===== config.mk =====
export PLATFORM = sky130hd
export DESIGN_NAME = inst_fetch
export DESIGN_NICKNAME = d
export VERILOG_FILES = /design/src/rtl/inst_fetch.sv
export SDC_FILE = /design/constraint.sdc
export NUM_CORES = 1
export LEC_CHECK = 0
export BUFFER_PORTS_ARGS = -buffer_cell sky130_fd_sc_hd__buf_2
export CAP_MARGIN = 10
export CORE_MARGIN = 3
export CORE_UTILIZATION = 40
export CTS_BUF_LIST = sky130_fd_sc_hd__clkbuf_4 sky130_fd_sc_hd__clkbuf_8
export DETAILED_ROUTE_END_ITERATION = 10
export PLACE_DENSITY_LB_ADDON = 0.08
export SLEW_MARGIN = 20
export SYNTH_ARGS = -nofsm -noshare
export SYNTH_HDL_FRONTEND = slang
export SYNTH_SLANG_ARGS = --single-unit

===== constraint.sdc =====
create_clock -name clk -period 2.1 [get_ports clk]
set_input_delay 0.42 -clock clk [delete_from_list [all_inputs] [get_ports clk]]
set_output_delay 0.42 -clock clk [all_outputs]
set_load 0.005 [all_outputs]

===== src/rtl/inst_fetch.sv =====
// Purpose: instruction fetch unit; holds the PC, reads the combinational
//          instruction memory and queues {pc, inst} pairs for decode.
// Latency: a word fetched in cycle N appears at out_* in cycle N+1.
// Backpressure: the 2-entry queue absorbs stalls; when it is full and
//               decode is not popping, ce drops and pc holds.
//
// Ports:
//   clk, rst_n              core clock, asynchronous active-low reset
//   ce, addr, inst          instruction-memory read port (inst same-cycle)
//   redirect_valid/_pc      taken branch/jump; flushes queue, restarts fetch
//   out_valid/_ready        valid/ready handshake towards decode
//   out_inst, out_pc        queue head contents (zero when empty)
module inst_fetch #(
  parameter logic [31:0] RESET_PC = 32'h0000_0000
) (
  input  logic        clk,
  input  logic        rst_n,
  output logic        ce,
  output logic [31:0] addr,
  input  logic [31:0] inst,
  input  logic        redirect_valid,
  input  logic [31:0] redirect_pc,
  output logic        out_valid,
  input  logic        out_ready,
  output logic [31:0] out_inst,
  output logic [31:0] out_pc
);

  typedef struct packed {
    logic [31:0] pc;
    logic [31:0] inst;
  } fetch_entry_t;

  logic [31:0]  pc;
  fetch_entry_t queue [2];
  logic [1:0]   count;
  logic         head;
  logic         tail;

  logic         pop;
  logic         push;
  logic [31:0]  redirect_target;
  fetch_entry_t head_entry;

  // Low two bits of the target are discarded so fetch stays word-aligned.
  assign redirect_target = redirect_pc & ~32'h0000_0003;

  assign out_valid  = (count != 2'd0);
  assign head_entry = queue[head];
  assign out_pc     = out_valid ? head_entry.pc   : 32'h0;
  assign out_inst   = out_valid ? head_entry.inst : 32'h0;

  assign pop  = out_valid & out_ready;

  // A pop in the same cycle frees a slot, so a full queue can still fetch.
  // rst_n gates ce so the memory sees no fetch while reset is held.
  assign push = rst_n & ~redirect_valid & ((count != 2'd2) | pop);
  assign ce   = push;
  assign addr = pc;

  always_ff @(posedge clk or negedge rst_n) begin
    if (!rst_n) begin
      pc             <= RESET_PC;
      count          <= 2'd0;
      head           <= 1'b0;
      tail           <= 1'b0;
      queue[0]       <= '0;
      queue[1]       <= '0;
    end else if (redirect_valid) begin
      // Flush wins over everything, including a pop decode took this cycle.
      pc    <= redirect_target;
      count <= 2'd0;
      head  <= 1'b0;
      tail  <= 1'b0;
    end else begin
      if (push) begin
        queue[tail] <= '{pc: pc, inst: inst};
        tail        <= ~tail;
        pc          <= pc + 32'd4;
      end
      if (pop) begin
        head <= ~head;
      end
      case ({push, pop})
        2'b10:   count <= count + 2'd1;
        2'b01:   count <= count - 2'd1;
        default: count <= count;
      endcase
    end
  end

endmodule


==> Word level (Yosys, flattened, before mapping) <==
Index checks and enable logic that the tools add are counted.
{ "op_classes": {"n_addsub": 3, "n_lt_le_gt_ge": 3, "div_mod_pow": 0, "bitwise_logic": 9, "reduce_logical": 6, "eq_ne": 3, "n_shift": 0, "mul": 0, "n_mux": 16} }
{ "ops": {"columns": ["operator", "count"], "rows": [
  ["$mux W64", 4],
  ["$bwmux W128", 1],
  ["$mux W32", 4],
  ["$demux W64 S1", 1],
  ["$add A32 B3 Y32 const B", 1],
  ["$reduce_bool A2 Y1", 3],
  ["$ge A2 B2 Y1 const B", 2],
  ["$mux W1", 4],
  ["$not A1 Y2", 2],
  ["$pmux W2 S2", 1],
  ["$and A1 B1 Y1", 3],
  ["$not A1 Y1", 3],
  ["$reduce_bool A3 Y1", 1],
  ["$add A2 B1 Y2 const B", 1],
  ["$eq A2 B1 Y1 const B", 1],
  ["$eq A2 B2 Y1 const B", 1],
  ["$lt A2 B1 Y1 const B", 1],
  ["$mux W2", 1],
  ["$ne A2 B2 Y1 const B", 1],
  ["$reduce_and A2 Y1", 1],
  ["$sub A2 B1 Y2 const B", 1],
  ["$logic_and A1 B1 Y1", 1],
  ["$or A1 B1 Y1", 1]
]} }
{ "word_totals": {"romBits": 0, "out_inout_bits": 98, "latchBits": 0, "mem_count": 0, "in_bits": 68, "mem_bits_rw": 0, "ff_bits": 164} }

==> Longest topological paths before layout <==
Gate-level depths: netlist of run 1.
{ "logic_depth": {"depth_word": 7, "ltp_mapped": 7} }

==> Worst setup path before layout of run 1 <==
No wires, ideal clock.
{ "synth_timing": {"path_kind": "reg2reg", "start": "register count[0]", "end": "register queue[0] in the netlist's numbering", "n_path_buf": 2, "arrival_time_ps": 1767, "setup_slack_ps": 208, "stages_incl_launch_ff": 8, "synth_period_minus_slack_ps": 1892, "path_cell_list": "dfrtp_1 > or3b_1 > buf_2 > nand2_2 > nor2_1 > nand2_2 > buf_4 > mux2_2"} }
{ "synth_between": {"elab_chain_len": 5, "word_cells_on_any_way": 6, "classes_between": "eq/ne: 1; bitwise: 3; reduce/logical: 2"} }
{ "synth_rtl": {"columns": ["item", "line", "text"], "rows": [
  ["from (decl)", "36", "logic [1:0] count;"],
  ["from (signal assigned)", "85", "2'b10: count <= count + 2'd1;"],
  ["from (signal assigned)", "86", "2'b01: count <= count - 2'd1;"],
  ["from (signal assigned)", "87", "default: count <= count;"],
  ["$reduce_bool A2 Y1", "48", "assign out_valid = (count != 2'd0);"],
  ["$and A1 B1 Y1", "53", "assign pop = out_valid & out_ready;"],
  ["$or A1 B1 Y1 (*)", "57", "assign push = rst_n & ~redirect_valid & ((count != 2'd2) | pop);"],
  ["$and A1 B1 Y1 (*)", "57", null],
  ["net ce", "18", "output logic ce,"],
  ["$reduce_and A2 Y1 (no source line) (*)", null, null],
  ["to (signal, indexed assignment)", "77", "queue[tail] <= '{pc: pc, inst: inst};"],
  ["to (decl)", "35", "fetch_entry_t queue [2];"]
]} }
Mark *: on every way through the listed nets, which the timed path passes. The rest lies on a longest branch.
A chain may end at the register's enable or synchronous reset.

==> Final worst setup path of run 1 <==
{ "layout_timing": {"start": "register head", "end": "output port out_pc[31]"} }
{ "layout_between": {"elab_chain_len": 5} }
{ "layout_rtl": {"columns": ["item", "line", "text"], "rows": [
  ["from (decl)", "37", "logic head;"],
  ["from (signal assigned)", "82", "head <= ~head;"],
  ["$not A1 Y2 (not written as such)", "49", "assign head_entry = queue[head];"],
  ["$mux W64 (not written as such) (3 in a row)", "49", null],
  ["$mux W32", "50", "assign out_pc = out_valid ? head_entry.pc : 32'h0;"],
  ["to (decl)", "26", "output logic [31:0] out_pc"]
]} }
Every way passes these cells. The select of a mux whose other input is x is not followed.

==> flow_summary.toml, run 1 <==
[critical_path]
crit_chain = "buf_6, mux2i_1, nor2_1, buf_2"
worst-setup-path-type = "reg -> out"
cp_slowest_stage_delay_ps = 570
cp_max_fo = 6
cp-start-kind = "flip-flop"
r2r_slack_ps = 170
path_delay_family = "flip-flops"
end_kind = "output port"
arrival_ps = 1630
critical_path_buf_inv_count = 2
slowest_stage = "dfrtp_4"
required_ps = 1680

[min_path]
hp-class = "in -> reg"

[logic_synthesis]
yosysTopAreaCellShare_pct = 52.9
synth_area_sq_um = 7480
synth_warnings = 0
synth_flop_cell = "dfrtp_1"
synth_most_common_cell = "dfrtp_1"
synth-seq-cells = 158
synth_cells = 627
synthTopCellsByArea = "dfrtp_1, mux2_2, mux2i_1, nor2_1, xnor2_1"
ys_types = 33
synth_edf_count = 0
yosys-top-cells-count = "dfrtp_1, mux2_2, nor2_1"
synth_area_leader_cell = "dfrtp_1"
ys_async_sr_fraction_pct = 100
synth.avg_cell_area_sq_um = 11.9
ys_seq_area_share_pct = 52.9

[timing]
tns_ps = 0
fin_crit_ps = 2050
worst_slew_pin_slew_ps = 761
setup_violations = 0
clock.fmax_mhz = 487
drv_slew = 0
finalCritPeriodShare_pct = 97.7
rsz0062_at_grt = "true"
hold_viol = 0
slew_headroom_pct = 49.3
fin_hold_ws_ps = 176
finalClockSkew_ps = 11.0

[placement]
placed_cells = 1003
globalplace.congestion = 0.746
portBuffers = 159
hpwlAfterDp_um = 12200

[power_and_ir_drop]
switching_share_pct = 28.2
p_clk_share_pct = 26.2
p_comb_share_pct = 22.3
power_leakage_nw = 4.14
p_sw_mw = 2.31
power.density_nw_per_um2 = 896
internal-power_mw = 5.88
finalPower_mw = 8.18
seqPwrFrac_pct = 51.5
max-vdd-ir-drop_v = 0.000420

[floorplanning]
fp-row-count = 49
num_io_pins = 166
dieArea_sq_um = 20400
coreArea_sq_um = 18100
die_h_um = 143
die_w_um = 143
start_util_pct = 41.2

[route]
wl_per_cell_um = 17.2
vias = 5274
drt_wl_total_um = 17800
drt_iter0_drc = 203
via_per_inst = 5.08
drtPass1Iterations = 4
drc = 0
drtAntennaViolNets = 0

[run]
maxCapViolations = 0

[cells_and_area]
fin_cells = 1039
layout-area-overhead-vs-synth_pct = 22.1
ff_latch_area_sq_um = 3960
multi_input_area_sq_um = 3340
nets = 865
n_fill_cell = 1674
drive_above_1_share_pct = 43.0
post-route-util_pct = 50.3

[status]
status = "finished, final reports clean"

[grt]
grt_max_degree = 82
antenna_found_initial = 1
grt_pass1_wl_um = 28600
grt.total_usage_pct = 17.8
first_global_vias = 5633
grt_overflow_total = 0

[clock_network]
cts_tree = "built"
h-tree-depth = 4
clock_latency_ps = 450
cts.path.max_buffers = 2
cts_root_buf = "clkbuf_8"
clk_pin_slew_ps = 80
cts.sinks = 158
cts_made_buffers = 17
-- cells in the final DEF, fill, tap and decap left out, types with 17 or more instances in the layout --
cell      Yosys  final
clkbuf_8      0     20
mux2_2      115    115
mux2i_1      64     63
nand2_1      40     40
nor2_1       71     70
o21ai_0      27     27
dfrtp_1     158    156
buf_2        10    158
buf_4        11     17
xnor2_1      18     18
-- logic make-up (layout without fill, tap and decap cells) --
family | Yosys count | after routing | synth area share [%]
other cells | 1 | 5 | 0.0501
mux | 190 | 190 | 27.5
flops | 158 | 158 | 52.9
buf+inv | 46 | 225 | 3.03
xor+xnor | 30 | 30 | 3.51
compound gates | 31 | 31 | 2.16
simple gates | 170 | 170 | 10.7
fa+ha+maj | 1 | 1 | 0.167
-- flip-flops by register name, indices dropped and copies added, names as in the netlist --
register  flops
addr         30
tail          1
head          1
count         2
queue       124
-- worst paths after layout --
kind | end | start | cells after the start
max in group asynchronous | head | rst_n | 3
hold / removal | addr[12] | redirect_pc[12] | 3
setup / recovery | out_pc[31] | head | 4
min in group asynchronous | tail | rst_n | 2
hold reg to reg | queue[105] | queue[105] | 1
setup reg to reg | queue[75] | count[1] | 6
-- through the flow --
step                      area (sq um)  setup WS [ps]
after detailed placement          8660            108
after floorplan                   7490            208
after global routing              9140          -39.6
final                             9140           47.7
after CTS                         9080           5.41
after global placement            8660            136
-- repair_timing --
| item | 4_1_cts | 5_1_grt |
|---|---|---|
| pin swaps | 0 | 2 |
| setup endpoints to repair | 58 | 24 |
| gates cloned | 0 | 1 |
| setup buffers | 1 | 0 |
| hold buffers | 1 | 0 |
| gates resized for setup | 6 | 5 |
| hold endpoints to repair | 19 | 0 |
-- tightest hold or removal path: stages --
cell	delay [ps]
buf_2	80
nand2_1	40
o21ai_0	60
-- metal layers --
metal  up-vias  GRT usage [%]  part of all wire (%)
li1       2507              -                     -
met1      2621           22.7                    45
met2       125           29.6                    49
met3        21           4.82                   4.4
met4         0           5.60                   1.4
met5         -              0                     0
-- cell type report --
type                       count  share of cell area (%)
antenna                        1                  0.0274
clock inverter                10                   0.959
timing repair buffer         189                    12.7
tap                          229                    3.14
sequential                   158                    43.3
multi-input combinational    426                    36.5
inverter                       4                   0.164
clock buffer                  22                    3.18
-- power by group through the flow --
stage,Combinational (mW),Clock [mW],Sequential (mW)
after floorplan,1.21,0,4.15
after global placement,1.76,0,4.21
after detailed placement,1.82,0,4.27
after CTS,1.85,2.23,4.20
after global routing,2.03,2.36,4.31
final,1.83,2.14,4.21
Power figures use the tool's default switching activity.
==> run 2, diff against run 1 <==
Settings changed: ABC_AREA from default to 1.
==> flow_summary.toml, run 2 <==
[critical_path]
required_ps = 1680
worst-setup-path-type = "reg -> out"
crit_chain = "clkinv_8, buf_4, nand2_1, a21oi_2, buf_2"
cp-start-kind = "flip-flop"
r2r_slack_ps = 410
cp_slowest_stage_delay_ps = 600
cp_max_fo = 7
end_kind = "output port"
timing.rr.start = "addr[3]"
arrival_ps = 1670
critPathLaunch = "head"
slowest_stage = "dfrtp_4"

[status]
status = "finished, final reports clean"

[floorplanning]
die_w_um = 147
start_util_pct = 41.5
num_io_pins = 166
die_h_um = 147
coreArea_sq_um = 19000
dieArea_sq_um = 21500
fp-row-count = 50

[logic_synthesis]
synth_compound_area_share_pct = 15.0
yosys.area_share.adder_pct = 0.158
yosysTopAreaCellShare_pct = 50.1
synth_area_leader_cell = "dfrtp_1"
yosys.area_share.xor_xnor_pct = 1.22
synth-seq-cells = 158
synth_most_common_cell = "nand2_1"
synth.avg_cell_area_sq_um = 7.53
yosys.area_share.simple_pct = 24.5
ys_seq_area_share_pct = 50.1
ys_types = 31
synth_area_sq_um = 7900
synth_edf_count = 0
synth_top_family_by_area = "simple AND/OR/NAND/NOR gates"
yosys-top-cells-count = "nand2_1, dfrtp_1, inv_1"
synth_cells = 1048
synth_warnings = 0
synth_flop_cell = "dfrtp_1"
synthTopCellsByArea = "dfrtp_1, nand2_1, o21ai_0, inv_1, a21oi_1"
ys_async_sr_fraction_pct = 100
synthMuxAreaShare_pct = 0

[timing]
drv_slew = 0
setup_violations = 0
worst_slack_ps = 8.43
fin_crit_ps = 2090
slew_headroom_pct = 50.3
finalClockSkew_ps = 12.1
tns_ps = 0
rsz0062_at_grt = "true"
finalCritPeriodShare_pct = 99.6
worst_slew_pin_slew_ps = 746
hold_viol = 0
clock.fmax_mhz = 478

[route]
wl_per_cell_um = 15.1
drtAntennaViolNets = 0
drt_wl_total_um = 22200
vias = 7087
drt_iter0_drc = 388
drc = 0
via_per_inst = 4.81
drtPass1Iterations = 5

[placement]
hpwlAfterDp_um = 14300
globalplace.congestion = 0.927
dpl-instance-area_sq_um = 8910
pre_cts_ws_ps = 340
portBuffers = 159

[cells_and_area]
nets = 1268
drive_above_1_share_pct = 24.9
final_cell_mix = "nand2_1, buf_2, dfrtp_1"
final_cell_area_sq_um = 9800
largest_register = "queue"
largest_reg_flops = 124
layout-area-overhead-vs-synth_pct = 24.1
layout_commonest_cell = "nand2_1"
antenna_cells = 0

[grt]
grt_overflow_total = 0
first_global_vias = 6704
grt.total_usage_pct = 20.2
grt_pass1_wl_um = 34700
antenna_found_initial = 0
grt_max_degree = 101

[power_and_ir_drop]
power_leakage_nw = 4.91
max-vdd-ir-drop_v = 0.000569
power.density_nw_per_um2 = 1070

[run]
maxCapViolations = 0

[clock_network]
cts.path.max_buffers = 2
clk_pin_slew_ps = 90
cts_root_buf = "clkbuf_8"
h-tree-depth = 4
clock_latency_ps = 450
cts_tree = "built"
cts_made_buffers = 17
cts.sinks = 158

[min_path]
hp-class = "in -> async"
run 2: cell count changes in the layout (fill, tap and decap cells not counted), sizes merged, moves of 13 or more:
cell,previous run,this run
nand2,42,412
o21ai,28,149
inv,5,103
xnor2,18,2
mux2,126,0
nor4,13,0
nor2,71,53
a21oi,0,66
mux2i,64,0
nand3,11,25
run 2: path summary, 6_finish.rpt:
| kind | end | cells after the start |
|---|---|---|
| min reg2reg | queue[16] | 2 |
| min in group clk | addr[4] | 3 |
| max in group asynchronous | queue[68] | 2 |
| max reg2reg | addr[26] | 10 |
| max | out_pc[13] | 5 |
| min | queue[104] | 2 |
run 2: cells by family after synthesis:
| family | after synthesis |
|---|---|
| AO/OA/AOI/OAI | 229 |
| AND/OR/NAND/NOR | 492 |
| XOR/XNOR | 11 |
| other | 1 |
| flip-flops | 158 |
| adder cells (fa/ha/maj) | 1 |
| buffers and inverters | 156 |
run 2: worst max-delay path, delay by kind of cell (launching register included):
| family | cells | cell delay [ps] |
|---|---|---|
| and+or+nand+nor | 1 | 50 |
| AOI/OAI and AO/OA | 1 | 180 |
| buffers and inverters | 3 | 390 |
| DFF | 1 | 600 |
run 2: metrics by stage:
stage	power (mW)	utilization, %	instances	hold slack (ps)
final	10.5	51.5	1472	54.3
after global routing	11.3	51.5	1472	71.3
after CTS	10.0	49.1	1463	55.3
after detailed placement	7.81	46.9	1427	473
after global placement	7.77	46.9	1427	466
after floorplan	6.49	-	1051	124
run 2: routing by layer:
metal	up-vias	wire length (um)	track usage, %
met1	3284	10700	29.4
met2	169	10100	30.6
met3	25	957	3.45
met4	0	484	6.68
met5	-	0	0
li1	3609	-	-
run 2: power by group:
part | switching (mW) | total [mW] | leakage (nW) | internal [mW]
clock | 1.22 | 2.07 | 0.170 | 0.848
combinational | 2.21 | 3.81 | 2.78 | 1.60
sequential | 0.641 | 4.63 | 1.96 | 3.99
run 2: area by class of cell:
type                            instances  area (sq um)
Fill cell                            1967          9220
Sequential cell                       158          3960
Multi-Input combinational cell        737          3510
Timing Repair Buffer                  186          1250
Inverter                               98           388
Tap cell                              260           325
Clock buffer                           18           241
Clock inverter                         14           110
Timing Repair inverter                  1          8.76
run 2: what timing repair did:
item | CTS | global route
cloned | 1 | 7
hold buffers | 0 | 0
buffers inserted | 3 | 2
resized for setup | 7 | 87
setup endpoints to repair | 59 | 59
pin swaps | 0 | 11
==> run 3, diff against run 2 <==
==> constraint.sdc (replaced) <==
create_clock -name clk -period 2.1 [get_ports clk]
set_input_delay 0.42 -clock clk [delete_from_list [all_inputs] [get_ports clk]]
set_output_delay 0.42 -clock clk [all_outputs]
set_load 0.05 [all_outputs]
==> flow_summary.toml, run 3 (synthesized netlist as in run 2, its figures left out) <==
[status]
status = "finished with violations"
violations = "setup timing"

[critical_path]
path_delay_family = "buffers and inverters"
crit_chain = "inv_8, buf_12, nand2_1, a21oi_2, buf_6"
critical_path_buf_inv_count = 3
cp_slowest_stage_delay_ps = 480
cp-start-kind = "flip-flop"
end_kind = "output port"
worst-setup-path-type = "reg -> out"
required_ps = 1680
slowest_stage = "dfrtp_2"
arrival_ps = 1690
cp_max_fo = 11

[route]
drt_iter0_drc = 375
wl_per_cell_um = 15.1
via_per_inst = 4.79
drtPass1Iterations = 4
vias = 7057
drtAntennaViolNets = 0
drt_wl_total_um = 22200
drc = 0

[timing]
drv_slew = 0
finalCritPeriodShare_pct = 101
fin_hold_ws_ps = 120
rsz0062_at_grt = "true"
clock.fmax_mhz = 473
finalClockSkew_ps = 10.8
slew_headroom_pct = 40.9
fin_crit_ps = 2110
hold_viol = 0
worst_slack_ps = -14.8
setup_violations = 1
worst_slew_pin_slew_ps = 887
tns_ps = -14.8

[clock_network]
cts_made_buffers = 17
cts.sinks = 158
hold_buffers = 0
h-tree-depth = 4
cts.path.max_buffers = 2
clock_latency_ps = 450
cts_root_buf = "clkbuf_8"
clk_pin_slew_ps = 90
cts_tree = "built"

[min_path]
hp-class = "in -> async"

[power_and_ir_drop]
internal-power_mw = 7.10
p_comb_share_pct = 45.7
power_leakage_nw = 4.95
p_clk_share_pct = 18.3
seqPwrFrac_pct = 36.0
p_sw_mw = 5.61
finalPower_mw = 12.7
power.density_nw_per_um2 = 1270
switching_share_pct = 44.1
max-vdd-ir-drop_v = 0.000534

[grt]
grt_pass1_wl_um = 34900
antenna_found_initial = 0
grt_max_degree = 159
grt_overflow_total = 0
grt.total_usage_pct = 20.2
first_global_vias = 6658

[cells_and_area]
n_fill_cell = 1961
final_cell_area_sq_um = 10000
post-route-util_pct = 52.7
final_cell_mix = "nand2_1, dfrtp_1, buf_2"
antenna_cells = 0
layout_commonest_cell = "nand2_1"
largest_register = "queue"
largest_reg_flops = 124
layout-area-overhead-vs-synth_pct = 27.0
fin_cells = 1472
nets = 1268
drive_above_1_share_pct = 23.2

[floorplanning]
start_util_pct = 41.5
dieArea_sq_um = 21500
num_io_pins = 166
fp-row-count = 50
die_h_um = 147
die_w_um = 147
coreArea_sq_um = 19000

[placement]
hpwlAfterDp_um = 14500
globalplace.congestion = 0.906
portBuffers = 159
pre_cts_ws_ps = 303
placed_cells = 1432
dpl-instance-area_sq_um = 9000

[run]
maxCapViolations = 0
[run 3: changes by cell type in the layout (fill, tap and decap cells not counted), moves of 7 or more]
cell | previous run | this run
a21oi_2 | 47 | 40
buf_2 | 158 | 96
a21oi_1 | 19 | 26
buf_6 | 1 | 41
nand2_4 | 10 | 3
nand2_2 | 17 | 8
nand2_1 | 385 | 401
buf_4 | 9 | 33
[run 3: area by class of cell]
| cell class | count | area (sq um) | share of cell area, % |
|---|---|---|---|
| clock buffers | 21 | 277 | 2.76 |
| clock inverters | 11 | 134 | 1.34 |
| inverters | 98 | 380 | 3.79 |
| multi-input cells | 737 | 3410 | 34.0 |
| flip-flops and latches | 158 | 3960 | 39.5 |
| well taps | 260 | 325 | 3.24 |
| repair buffers | 187 | 1540 | 15.4 |
[run 3: worst register-to-register path, stage by stage, from the launching register on]
cell	delay [ps]
dfrtp_1	470
ha_1	250
nand2_1	70
nor2_1	150
nand2_1	150
nor2_4	250
nand3_1	110
nand2_1	80
inv_1	40
nand2_1	50
nand2_1	50
[run 3: power groups by stage]
stage          clock network (mW)  logic (mW)  registers (mW)
4_1_cts                      2.41        5.32            4.56
6_report                     2.32        5.81            4.58
5_1_grt                      2.51        6.31            4.70
3_5_place_dp                    0        4.92            4.61
2_1_floorplan                   0        3.35            4.75
3_3_place_gp                    0        4.89            4.60
[run 3: timing repair]
item / in CTS / in global routing
cloned: 1 / 4
gates resized for setup: 82 / 72
pin swaps: 0 / 1
setup buffers: 0 / 3
endpoints found under the setup margin: 56 / 62
[run 3: worst paths after layout]
kind                                      from          to  slack (ps)  cells after the start
worst max-delay path                      head  out_pc[18]         -10                      5
worst min-delay path                     rst_n   queue[25]         120                      2
worst max register to register         addr[3]    addr[26]         340                     10
worst min register to register       queue[89]   queue[89]         490                      2
max in group asynchronous                rst_n    count[1]        1260                      2
min in group clk                redirect_pc[5]     addr[5]         180                      3
[run 3: routing by layer]
| layer | wire, um | vias to the layer above | GRT usage, % |
|---|---|---|---|
| met5 | 0 | - | 0 |
| li1 | - | 3599 | - |
| met2 | 10300 | 160 | 31.8 |
| met1 | 10500 | 3279 | 28.5 |
| met3 | 1030 | 19 | 4.19 |
| met4 | 335 | 0 | 5.32 |
